[config.mk]
export PLATFORM = sky130hd
export DESIGN_NAME = spi_duty_slave
export DESIGN_NICKNAME = d
export VERILOG_FILES = /design/src/rtl/spi_duty_slave.sv
export SDC_FILE = /design/constraint.sdc
export NUM_CORES = 1
export LEC_CHECK = 0
export ABC_AREA = 1
export CORE_MARGIN = 2
export CORE_UTILIZATION = 30
export CTS_CLUSTER_DIAMETER = 120
export CTS_CLUSTER_SIZE = 8
export DETAILED_ROUTE_END_ITERATION = 7
export HOLD_SLACK_MARGIN = 0.06
export PLACE_DENSITY = 0.52
export REMOVE_ABC_BUFFERS = 1
export SLEW_MARGIN = 5
export SYNTH_ARGS = -nofsm -noshare
export SYNTH_HDL_FRONTEND = slang
export SYNTH_SLANG_ARGS = --single-unit
[constraint.sdc]
create_clock -name clkin -period 3.1 [get_ports clkin]
set_clock_uncertainty 0.1 [all_clocks]
set_input_delay 0.31 -clock clkin [delete_from_list [all_inputs] [get_ports clkin]]
set_output_delay 0.31 -clock clkin [all_outputs]
set_load 0.1 [all_outputs]
[src/rtl/spi_duty_slave.sv]
// SPI mode-0 slave holding DUTY/CTRL/ID registers; drives the PWM comparator value comp.
// Latency: wr_strobe one clkin after the 16th synced SCK rise, comp one clkin later (SPI_DUTY_FADE_EN: ramped).
// Backpressure: none, the SPI host paces all traffic; f_sck must stay <= f_clkin/4.
module spi_duty_slave #(
    parameter logic [7:0]  DEFAULT_DUTY = 8'd0,
`ifdef SPI_DUTY_FADE_EN
    parameter int unsigned FADE_DIV     = 1024,
`endif
    parameter logic [7:0]  ID_VALUE     = 8'hA5
) (
    input  logic       clkin,
    input  logic       rst_n,
    input  logic       spi_sck,
    input  logic       spi_cs_n,
    input  logic       spi_mosi,
    output logic       spi_miso,
    output logic [7:0] comp,
    output logic       wr_strobe
);

    typedef enum logic [1:0] {
        IDLE = 2'd0,
        CMD  = 2'd1,
        DATA = 2'd2,
        DONE = 2'd3
    } state_t;

    logic sck_s1, sck_s2, sck_s3;
    logic cs_s1, cs_s2, cs_s3;
    logic mosi_s1, mosi_s2;

    always_ff @(posedge clkin or negedge rst_n) begin
        if (!rst_n) begin
            sck_s1  <= 1'b0;
            sck_s2  <= 1'b0;
            sck_s3  <= 1'b0;
            cs_s1   <= 1'b1;
            cs_s2   <= 1'b1;
            cs_s3   <= 1'b1;
            mosi_s1 <= 1'b0;
            mosi_s2 <= 1'b0;
        end else begin
            sck_s1  <= spi_sck;
            sck_s2  <= sck_s1;
            sck_s3  <= sck_s2;
            cs_s1   <= spi_cs_n;
            cs_s2   <= cs_s1;
            cs_s3   <= cs_s2;
            mosi_s1 <= spi_mosi;
            mosi_s2 <= mosi_s1;
        end
    end

    logic sck_rise, sck_fall, cs_fall, cs_rise;
    assign sck_rise = sck_s2 & ~sck_s3;
    assign sck_fall = ~sck_s2 & sck_s3;
    assign cs_fall  = ~cs_s2 & cs_s3;
    assign cs_rise  = cs_s2 & ~cs_s3;

    state_t     state;
    logic [2:0] bit_cnt;
    logic [6:0] shift_in;
    logic       cmd_rw;
    logic [6:0] cmd_addr;
    logic [7:0] miso_sh;
    logic [7:0] duty_q;
    logic       ctrl_en;

    // Address and data as they stand once the current rise's MOSI bit is appended.
    logic [6:0] addr_nxt;
    logic [7:0] data_nxt;
    logic [7:0] rd_data;
    assign addr_nxt = {shift_in[5:0], mosi_s2};
    assign data_nxt = {shift_in, mosi_s2};

    always_comb begin
        rd_data = 8'h00;
        case (addr_nxt)
            7'h00:   rd_data = duty_q;
            7'h01:   rd_data = {7'b0, ctrl_en};
            7'h02:   rd_data = ID_VALUE;
            default: rd_data = 8'h00;
        endcase
    end

    always_ff @(posedge clkin or negedge rst_n) begin
        if (!rst_n) begin
            state     <= IDLE;
            bit_cnt   <= 3'd0;
            shift_in  <= 7'd0;
            cmd_rw    <= 1'b0;
            cmd_addr  <= 7'd0;
            miso_sh   <= 8'd0;
            spi_miso  <= 1'b0;
            wr_strobe <= 1'b0;
            duty_q    <= DEFAULT_DUTY;
            ctrl_en   <= 1'b0;
        end else begin
            wr_strobe <= 1'b0;
            if (cs_rise) begin
                state    <= IDLE;
                bit_cnt  <= 3'd0;
                spi_miso <= 1'b0;
            end else begin
                case (state)
                    IDLE: begin
                        if (cs_fall) begin
                            state    <= CMD;
                            bit_cnt  <= 3'd0;
                            spi_miso <= 1'b0;
                        end
                    end
                    CMD: begin
                        if (sck_rise) begin
                            shift_in <= {shift_in[5:0], mosi_s2};
                            bit_cnt  <= bit_cnt + 3'd1;
                            if (bit_cnt == 3'd7) begin
                                cmd_rw   <= shift_in[6];
                                cmd_addr <= addr_nxt;
                                state    <= DATA;
                                if (!shift_in[6]) begin
                                    miso_sh  <= rd_data;
                                    spi_miso <= rd_data[7];
                                end
                            end
                        end
                    end
                    DATA: begin
                        if (sck_rise) begin
                            shift_in <= {shift_in[5:0], mosi_s2};
                            bit_cnt  <= bit_cnt + 3'd1;
                            if (bit_cnt == 3'd7) begin
                                state <= DONE;
                                if (cmd_rw) begin
                                    case (cmd_addr)
                                        7'h00: begin
                                            duty_q    <= data_nxt;
                                            wr_strobe <= 1'b1;
                                        end
                                        7'h01: begin
                                            ctrl_en   <= data_nxt[0];
                                            wr_strobe <= 1'b1;
                                        end
                                        default: ;
                                    endcase
                                end
                            end
                        // The fall right after the 8th rise must not shift: bit7 is held for the 9th rise.
                        end else if (sck_fall && !cmd_rw && bit_cnt != 3'd0) begin
                            miso_sh  <= {miso_sh[6:0], 1'b0};
                            spi_miso <= miso_sh[6];
                        end
                    end
                    DONE: ;
                    default: state <= IDLE;
                endcase
            end
        end
    end

    logic [7:0] comp_tgt;
    assign comp_tgt = ctrl_en ? duty_q : 8'd0;

`ifdef SPI_DUTY_FADE_EN
    localparam int PW = (FADE_DIV > 1) ? $clog2(FADE_DIV) : 1;

    logic [PW-1:0] presc;
    logic          tick;
    assign tick = (presc == PW'(FADE_DIV - 1));

    always_ff @(posedge clkin or negedge rst_n) begin
        if (!rst_n) begin
            presc <= '0;
            comp  <= 8'd0;
        end else begin
            presc <= tick ? '0 : presc + 1'b1;
            if (tick) begin
                if (comp < comp_tgt)
                    comp <= comp + 8'd1;
                else if (comp > comp_tgt)
                    comp <= comp - 8'd1;
            end
        end
    end
`else
    always_ff @(posedge clkin or negedge rst_n) begin
        if (!rst_n)
            comp <= 8'd0;
        else
            comp <= comp_tgt;
    end
`endif

endmodule

==> results of run 1 <==
layout make-up:
class / count / area, um2
Fill cell: 792 / 5050
Sequential cell: 54 / 1360
Multi-Input combinational cell: 169 / 897
Inverter: 37 / 146
Timing Repair Buffer: 15 / 135
Tap cell: 102 / 128
Clock buffer: 5 / 68.8
Clock inverter: 3 / 23.8
power groups by stage:
stage	Clock [mW]	Combinational (mW)	Sequential (mW)
5_1_grt	0.459	0.654	0.857
2_1_floorplan	0	0.427	0.864
3_5_place_dp	0	0.578	0.860
3_3_place_gp	0	0.571	0.860
4_1_cts	0.430	0.580	0.848
6_report	0.408	0.575	0.847
state kept, by name, indices dropped and copies added, names as in the netlist, 2 cells and up:
register,flops
comp,8
duty_q,8
cmd_addr,7
miso_sh,7
shift_in,7
bit_cnt,3
state,2
metrics by stage:
stage	total power, mW	worst slack, ps	hold slack [ps]	instances
final	1.83	908	55.1	385
after global routing	1.97	674	127	385
after CTS	1.86	879	86.2	385
after detailed placement	1.44	943	235	377
after global placement	1.43	1060	234	377
after floorplan	1.29	1230	-85.6	260
routing by layer:
layer  part of all wire, %  vias up  GRT usage [%]  wire length, um
met4                   1.9        0           4.35               85
met5                     0        -              0                0
met3                   2.4        7           2.73              107
li1                      -      877              -                -
met2                    46       17           18.1             2050
met1                    50      772           14.6             2200
layout by cell type (no fill, tap or decap), types with 2 or more instances in the layout:
master / synthesis / final
nor2_1: 17 / 17
o21ai_2: 8 / 8
ha_1: 8 / 8
o22ai_1: 2 / 2
clkinvlp_4: 0 / 2
nand2_4: 2 / 2
o21ai_0: 26 / 26
nor3_4: 2 / 2
clkdlybuf4s50_1: 0 / 10
buf_4: 1 / 4
dfstp_2: 3 / 3
clkbuf_8: 0 / 5
dfrtp_1: 51 / 51
nand3_1: 18 / 18
inv_1: 34 / 34
nand2_1: 73 / 73
a21oi_1: 3 / 3
worst reg2reg max path, cell delays in order (launching register included):
cell and delay, ps:
dfrtp_1 410, inv_1 110, ha_1 430, nor2_1 120, inv_1 90, nand3_1 70, nor2_1 430, inv_1 170
nand2_1 90, o21ai_1 60
worst paths after layout:
check	endpoint	depth (start not counted)	from
worst max-delay path	comp[6]	1	comp[6]$_DFF_PN0_
worst min register to register	mosi_s2$_DFF_PN0_	0	mosi_s1$_DFF_PN0_
max in group asynchronous	duty_q[5]$_DFFE_PN0P_	2	rst_n
worst min-delay path	bit_cnt[0]$_DFFE_PN0P_	1	rst_n
worst max register to register	miso_sh[6]$_DFFE_PN0P_	9	state[0]$_DFFE_PN0P_
min in group clkin	mosi_s2$_DFF_PN0_	0	mosi_s1$_DFF_PN0_
cells by family (layout without fill, tap and decap cells):
family          after synthesis  count (layout)  synth area share, %
compound gates               43              43                 10.5
flops                        54              54                 55.5
buf+inv                      43              60                 7.83
simple gates                118             118                 22.1
fa+ha+maj                     8               8                 4.10
==> impl_metrics.tcl, run 1 <==
set metrics [dict create \
    cts.path.max_buffers 2 \
    cp.arrival_ps 1780 \
    grt_pass1_vias 1628 \
    critPathSlowestCell "clkdlybuf4s50_1" \
    internal-power_mw 1.13 \
    worstPathCellList "clkdlybuf4s50_1" \
    drv_slew 0 \
    synth-async-reset-ratio_pct 100 \
    max_cap_viol_count 0 \
    vias 1673 \
    core_area_mm2 0.00781 \
    yosys_most_used_dff "dfrtp_1" \
    max_stage_delay_ps 1120 \
    syn_area_per_cell_um2 9.19 \
    viasPerCell 4.35 \
    hold_violations 0 \
    grt_usage_pct 11.2 \
    cp.buffers_inverters 1 \
    synthDistinctLibCells 29 \
    ys_warn_count 0 \
    grt_pass1_wl_um 7750 \
    routed_wl_um 4440 \
    finalInstanceArea_mm2 0.00275 \
    dr.first_iter.drc_count 115 \
    finalWeightedCongestion 0.757 \
    drc 0 \
    root_buffer "clkbuf_8" \
    cts_tree "yes" \
    antenna_found_initial 0 \
    p_leak_nw 1.34 \
    fin_util_pct 35.3 \
    ios 15 \
    postCtsSetupBuffers 0 \
    switching_share_pct 38.5 \
    cts_made_buffers 5 \
    maxSlewHeadroom_pct 34.4 \
    drive_gt1_share_pct 12.0 \
    max_freq_mhz 456 \
    rsz0062_at_grt "false" \
    chipWidth_um 94.3 \
    clock_insertion_delay_worst_skew_ps 310 \
    crit_family "buffers and inverters" \
    synth_top_area_share_pct 52.2 \
    critPathMaxFanout 1 \
    syn_to_final_growth_pct 12.7 \
    drtAntennaViolNets 0 \
    die_h_um 94.3 \
    setup_tns_ps 0 \
    startpoint_type "register" \
    status "finished, final reports clean" \
    wire_per_inst_um 11.5 \
    p_seq_share_pct 46.3 \
    grt.overflow.total 0 \
    initial_utilization_pct 31.3 \
    cp.required_ps 2690 \
    place_area_mm2 0.00266 \
    switching_power_mw 0.705 \
    synthMostInstantiatedCell "nand2_1" \
    cts_resized 0 \
    setup_viol 0 \
    critical_path_class "reg -> out" \
    syn-cell-area_mm2 0.00244 \
    end_kind "output pin" \
    yosysSeqAreaShare_pct 55.5 \
    power_frac_clock_pct 22.3 \
    diodes 0 \
    synth_top_area_cell "dfrtp_1" \
    io_buffers 14 \
    clk_transition_reported_paths_ps 100 \
    grt_max_degree 46 \
    worst-r2r-setup-slack_ps 930 \
    ys_top_cells_by_area "dfrtp_1 52%, nand2_1 11%, o21ai_0 5.3%" \
    dr.pass1.iters 4 \
    htreeDepth 2 \
    dieArea_mm2 0.00888 \
    synth-seq-cells 54 \
    fin_crit_ps 2190 \
    synth_edf_count 0 \
    yosys-top-cells-count "73 x nand2_1, 51 x dfrtp_1, 34 x inv_1" \
    syn_inst 266 \
    cts.sinks 54 \
    dp_hpwl_um 3200 \
    nets 295 \
    rows 32 \
    p_comb_share_pct 31.4 \
    max_slew.worst_pin.slew_ps 984 \
    cts_hold_buf 0 \
    vdd_drop_max_mv 0.212 \
    powerDensity_mw_per_mm2 665 \
    finalCritPeriodShare_pct 70.7 \
    hp-class "in -> async" \
]
(Power assumes the default switching activity.)
==> run 2, diff against run 1 <==
Settings changed: PLACE_DENSITY 0.52 to 0.54.
Clock period 3.1 ns to 1.85 ns, I/O delays scaled along.
==> run 2 against run 1 <==
Sequential power rose by 68%. Critical path depth rose by 8. Setup slack got worse by 780 ps. First-iteration DRC count fell by 22%. Clock power rose by 69%. Hold slack improved by 120 ps. Combinational power rose by 84%. Non-clock buffer count rose by 9. Critical endpoint is now duty_q[6]$_DFFE_PN0P_. Highest routed layer unchanged.
==> impl_metrics.tcl, run 2 (synthesized netlist as in run 1, its figures left out) <==
set metrics [dict create \
    max_cap_viol_count 0 \
    drive_gt1_share_pct 18.1 \
    cts.path.max_buffers 2 \
    grt_max_degree 35 \
    maxSlewHeadroom_pct 68.2 \
    clk_transition_reported_paths_ps 100 \
    nets 305 \
    end_kind "register" \
    setup_viol 0 \
    fin_total_pwr_mw 3.17 \
    drc 0 \
    viasPerCell 4.38 \
    fin_util_pct 36.7 \
    syn_to_final_growth_pct 17.2 \
    cts.sinks 54 \
    dieArea_mm2 0.00888 \
    final_common_cell "nand2_1" \
    cts_tree "yes" \
    critPathMaxFanout 8 \
    hold_violations 0 \
    vias 1730 \
    root_buffer "clkbuf_8" \
    cp.arrival_ps 1820 \
    dr.first_iter.drc_count 90 \
    io_buffers 14 \
    clock_insertion_delay_worst_skew_ps 320 \
    r2r-end "duty_q[6]$_DFFE_PN0P_" \
    finalWeightedCongestion 0.767 \
    drv_slew 0 \
    finalCritPeriodShare_pct 93.0 \
    status "finished, final reports clean" \
    diodes 0 \
    ios 15 \
    dr.pass1.iters 4 \
    chipWidth_um 94.3 \
    final_cell_mix "73 x nand2_1, 51 x dfrtp_1, 34 x inv_1" \
    antenna_found_initial 0 \
    powerDensity_mw_per_mm2 1110 \
    htreeDepth 2 \
    worstHoldPathCells 1 \
    rows 32 \
    hold_ws_ps 172 \
    rsz0062_at_grt "false" \
    startpoint_type "register" \
    vdd_drop_max_mv 0.327 \
    grt.overflow.total 0 \
    top_regs "comp x8, duty_q x8" \
    p_leak_nw 1.41 \
    hp-class "in -> reg" \
    worstHoldStart "spi_cs_n" \
    cts_made_buffers 5 \
    whs_endpoint "cs_s1$_DFF_PN1_" \
    place_area_mm2 0.00269 \
    drtAntennaViolNets 0 \
    core_area_mm2 0.00781 \
    grt_pass1_vias 1578 \
    die_h_um 94.3 \
    grt_pass1_wl_um 7430 \
    wire_per_inst_um 11.1 \
    grt_usage_pct 10.7 \
    dp_hpwl_um 3210 \
    max_slew.worst_pin.slew_ps 477 \
    max_freq_mhz 581 \
    cp.required_ps 1950 \
    fin_crit_ps 1720 \
    finalInstanceArea_mm2 0.00286 \
    timing.rr.start "cs_s3$_DFF_PN1_" \
    worst-r2r-setup-slack_ps 130 \
    critical_path_class "reg -> reg" \
    initial_utilization_pct 31.3 \
    ff2ff_path_depth 9 \
    routed_wl_um 4380 \
]
==> run 2: layer usage <==
| metal | part of all wire, % | up-vias | global-route usage, % |
|---|---|---|---|
| met1 | 52 | 803 | 15.4 |
| met2 | 43 | 21 | 15.8 |
| li1 | - | 899 | - |
| met3 | 2.7 | 7 | 1.69 |
| met4 | 2.0 | 0 | 5.07 |
| met5 | 0 | - | 0 |
==> run 2: power breakdown <==
group	switching [mW]	internal (mW)
Combinational	0.695	0.362
Clock	0.410	0.281
Sequential	0.0951	1.33
==> run 2: worst max-delay path: stages (launching register included) <==
cell     delay [ps]
dfstp_2         530
inv_1            40
ha_2            200
inv_4           100
nand2_4          60
nor3_4          210
buf_4           150
nand2_4          80
nand2_1         100
o21ai_2          50
==> run 2: cell type report <==
cell class	instances	area (um2)
fillers	811	4940
multi-input cells	170	921
inverters	37	149
clock buffers	5	68.8
flip-flops and latches	54	1360
well taps	102	128
repair buffers	24	213
clock inverters	3	28.8
==> run 2: what timing repair did <==
item | 4_1_cts | 5_1_grt
hold buffers | 1 | 0
endpoints found under the setup margin | 0 | 27
endpoints found under the hold margin | 17 | 0
gates resized for setup | 0 | 6
setup buffers | 0 | 3
==> run 2: how the worst max path moves through the flow <==
stage / end / cells past startpoint / start
CTS: duty_q[6]$_DFFE_PN0P_ / 8 / cs_s3$_DFF_PN1_
global placement: miso_sh[0]$_DFFE_PN0P_ / 9 / state[0]$_DFFE_PN0P_
detailed placement: duty_q[4]$_DFFE_PN0P_ / 8 / cs_s3$_DFF_PN1_
finish: duty_q[6]$_DFFE_PN0P_ / 9 / cs_s3$_DFF_PN1_
floorplan: miso_sh[6]$_DFFE_PN0P_ / 9 / state[0]$_DFFE_PN0P_
global route: state[1]$_DFFE_PN0P_ / 9 / state[1]$_DFFE_PN0P_
==> run 2: stage by stage <==
step,setup TNS [ps],worst slack (ps),cells
after global placement,0,85.5,382
after floorplan,-52.6,-22.6,260
after global routing,0,2.60,395
after detailed placement,0,53.9,382
final,0,129,395
after CTS,0,29.3,391
==> run 3, diff against run 2 <==
Settings changed: CORE_ASPECT_RATIO from default to 0.5, PLACE_DENSITY 0.54 to 0.52.
Clock period 1.85 ns to 1.6 ns, I/O delays scaled along.
==> run 3 against run 2 <==
The flow now finishes with violations (setup timing). Setup slack got worse by 230 ps. Fmax up 1.3%. Sequential cell count is the same. Sequential share of layout area decreased by 9.1 points. Critical path type unchanged. Largest cell class unchanged. Largest power group is now combinational logic.
==> impl_metrics.tcl, run 3 (synthesized netlist as in run 1, its figures left out) <==
set metrics [dict create \
    drc 0 \
    antenna_found_initial 0 \
    cp.arrival_ps 1780 \
    diodes 0 \
    startpoint_type "register" \
    htreeDepth 2 \
    grt_usage_pct 12.1 \
    max_slew.worst_pin.slew_ps 486 \
    syn_to_final_growth_pct 45.2 \
    nets 336 \
    p_seq_share_pct 35.0 \
    finalCritPeriodShare_pct 106 \
    status "finished with violations" \
    final_cell_mix "54 x nand2_1, 51 x dfrtp_1, 31 x inv_1" \
    dr.first_iter.drc_count 110 \
    drv_slew 0 \
    vdd_drop_max_mv 0.565 \
    dpl.cell_count 408 \
    end_kind "register" \
    drtAntennaViolNets 0 \
    worst_slack_ps -99.0 \
    fin_util_pct 44.7 \
    grt_pass1_vias 1819 \
    core_area_mm2 0.00794 \
    cts.path.max_buffers 2 \
    powerDensity_mw_per_mm2 1350 \
    clk_transition_reported_paths_ps 70 \
    cp.required_ps 1680 \
    chipWidth_um 132 \
    grt.overflow.total 0 \
    rsz0062_at_grt "true" \
    internal-power_mw 3.10 \
    setup_viol 20 \
    cts_made_buffers 5 \
    die_h_um 67.8 \
    wire_per_inst_um 13.0 \
    grt_max_degree 30 \
    switching_power_mw 1.70 \
    final_common_cell "nand2_1" \
    hp-class "in -> reg" \
    maxSlewHeadroom_pct 67.3 \
    io_buffers 14 \
    root_buffer "clkbuf_16" \
    dp_hpwl_um 3720 \
    power_frac_clock_pct 23.0 \
    critical_path_class "reg -> reg" \
    fin_cells 436 \
    switching_share_pct 35.4 \
    fin_total_pwr_mw 4.79 \
    multi_input_comb_area_mm2 0.00113 \
    initial_utilization_pct 30.8 \
    finalWeightedCongestion 0.898 \
    max_freq_mhz 589 \
    ios 15 \
    clock_insertion_delay_worst_skew_ps 290 \
    top_regs "comp x8, duty_q x8" \
    fin_crit_ps 1700 \
    grt_pass1_wl_um 8480 \
    dieArea_mm2 0.00893 \
    max_cap_viol_count 0 \
    dr.pass1.iters 4 \
    regArea_mm2 0.00136 \
    vias 1950 \
    critPathMaxFanout 4 \
    hold_violations 0 \
    rows 23 \
    viasPerCell 4.47 \
    drive_gt1_share_pct 37.7 \
    p_leak_nw 1.65 \
    failed_checks "setup timing" \
    fill_cells 766 \
    p_comb_share_pct 41.9 \
    cts_tree "yes" \
    routed_wl_um 5680 \
    cts.sinks 54 \
]
==> run 3: final cells by class <==
type | instances | share of cell area, %
clock buffers | 6 | 3.92
clock inverters | 2 | 0.353
inverters | 37 | 4.20
multi-input cells | 170 | 31.8
flip-flops and latches | 54 | 38.2
well taps | 112 | 3.95
repair buffers | 55 | 17.6
==> run 3: timing repair <==
item | CTS | global route
endpoints found under the hold margin | 54 | 0
resized for setup | 22 | 55
pin swaps | 6 | 16
hold buffers | 1 | 0
gates cloned | 1 | 2
endpoints found under the setup margin | 22 | 29
setup buffers | 5 | 11
==> run 3: worst max-delay path: stages, from the launching register on <==
cell and delay, ps:
dfstp_2 530, inv_2 40, ha_4 160, inv_4 80
nand2_4 50, nor3_4 200, buf_4 160, nand2_2 60
nand2_1 130, o21ai_1 80
==> run 3: stage by stage <==
step	TNS, ps	hold WS (ps)	area, um2	setup WS, ps
2_1_floorplan	-2820	-236	2400	-273
3_3_place_gp	-1180	79.6	2950	-104
3_5_place_dp	-1900	80.6	2950	-191
4_1_cts	-1210	168	3240	-104
5_1_grt	-3010	173	3550	-190
6_report	-1020	173	3550	-99.0
==> run 3: power groups by stage <==
| stage | logic (mW) | clock network (mW) | registers (mW) |
|---|---|---|---|
| detailed placement | 1.41 | 0 | 1.67 |
| global route | 2.21 | 1.17 | 1.70 |
| floorplan | 0.828 | 0 | 1.67 |
| CTS | 1.47 | 1.13 | 1.65 |
| finish | 2.01 | 1.10 | 1.68 |
| global placement | 1.39 | 0 | 1.67 |
==> run 3: final timing paths <==
| path | startpoint | to | slack [ps] | cells after the start |
|---|---|---|---|---|
| max | cs_s3$_DFF_PN1_ | ctrl_en$_DFFE_PN0P_ | -100 | 9 |
| min | spi_cs_n | cs_s1$_DFF_PN1_ | 170 | 1 |
| max reg2reg | cs_s3$_DFF_PN1_ | ctrl_en$_DFFE_PN0P_ | -100 | 9 |
| min reg2reg | sck_s1$_DFF_PN0_ | sck_s2$_DFF_PN0_ | 250 | 0 |
| max in group asynchronous | rst_n | cs_s3$_DFF_PN1_ | 800 | 3 |
| min in group asynchronous | rst_n | duty_q[3]$_DFFE_PN0P_ | 300 | 3 |
==> run 3: layer usage <==
layer / track usage, % / routed length, um
met1: 16.7 / 2790
met2: 19.0 / 2660
met3: 2.67 / 113
met4: 4.48 / 114
met5: 0 / 0
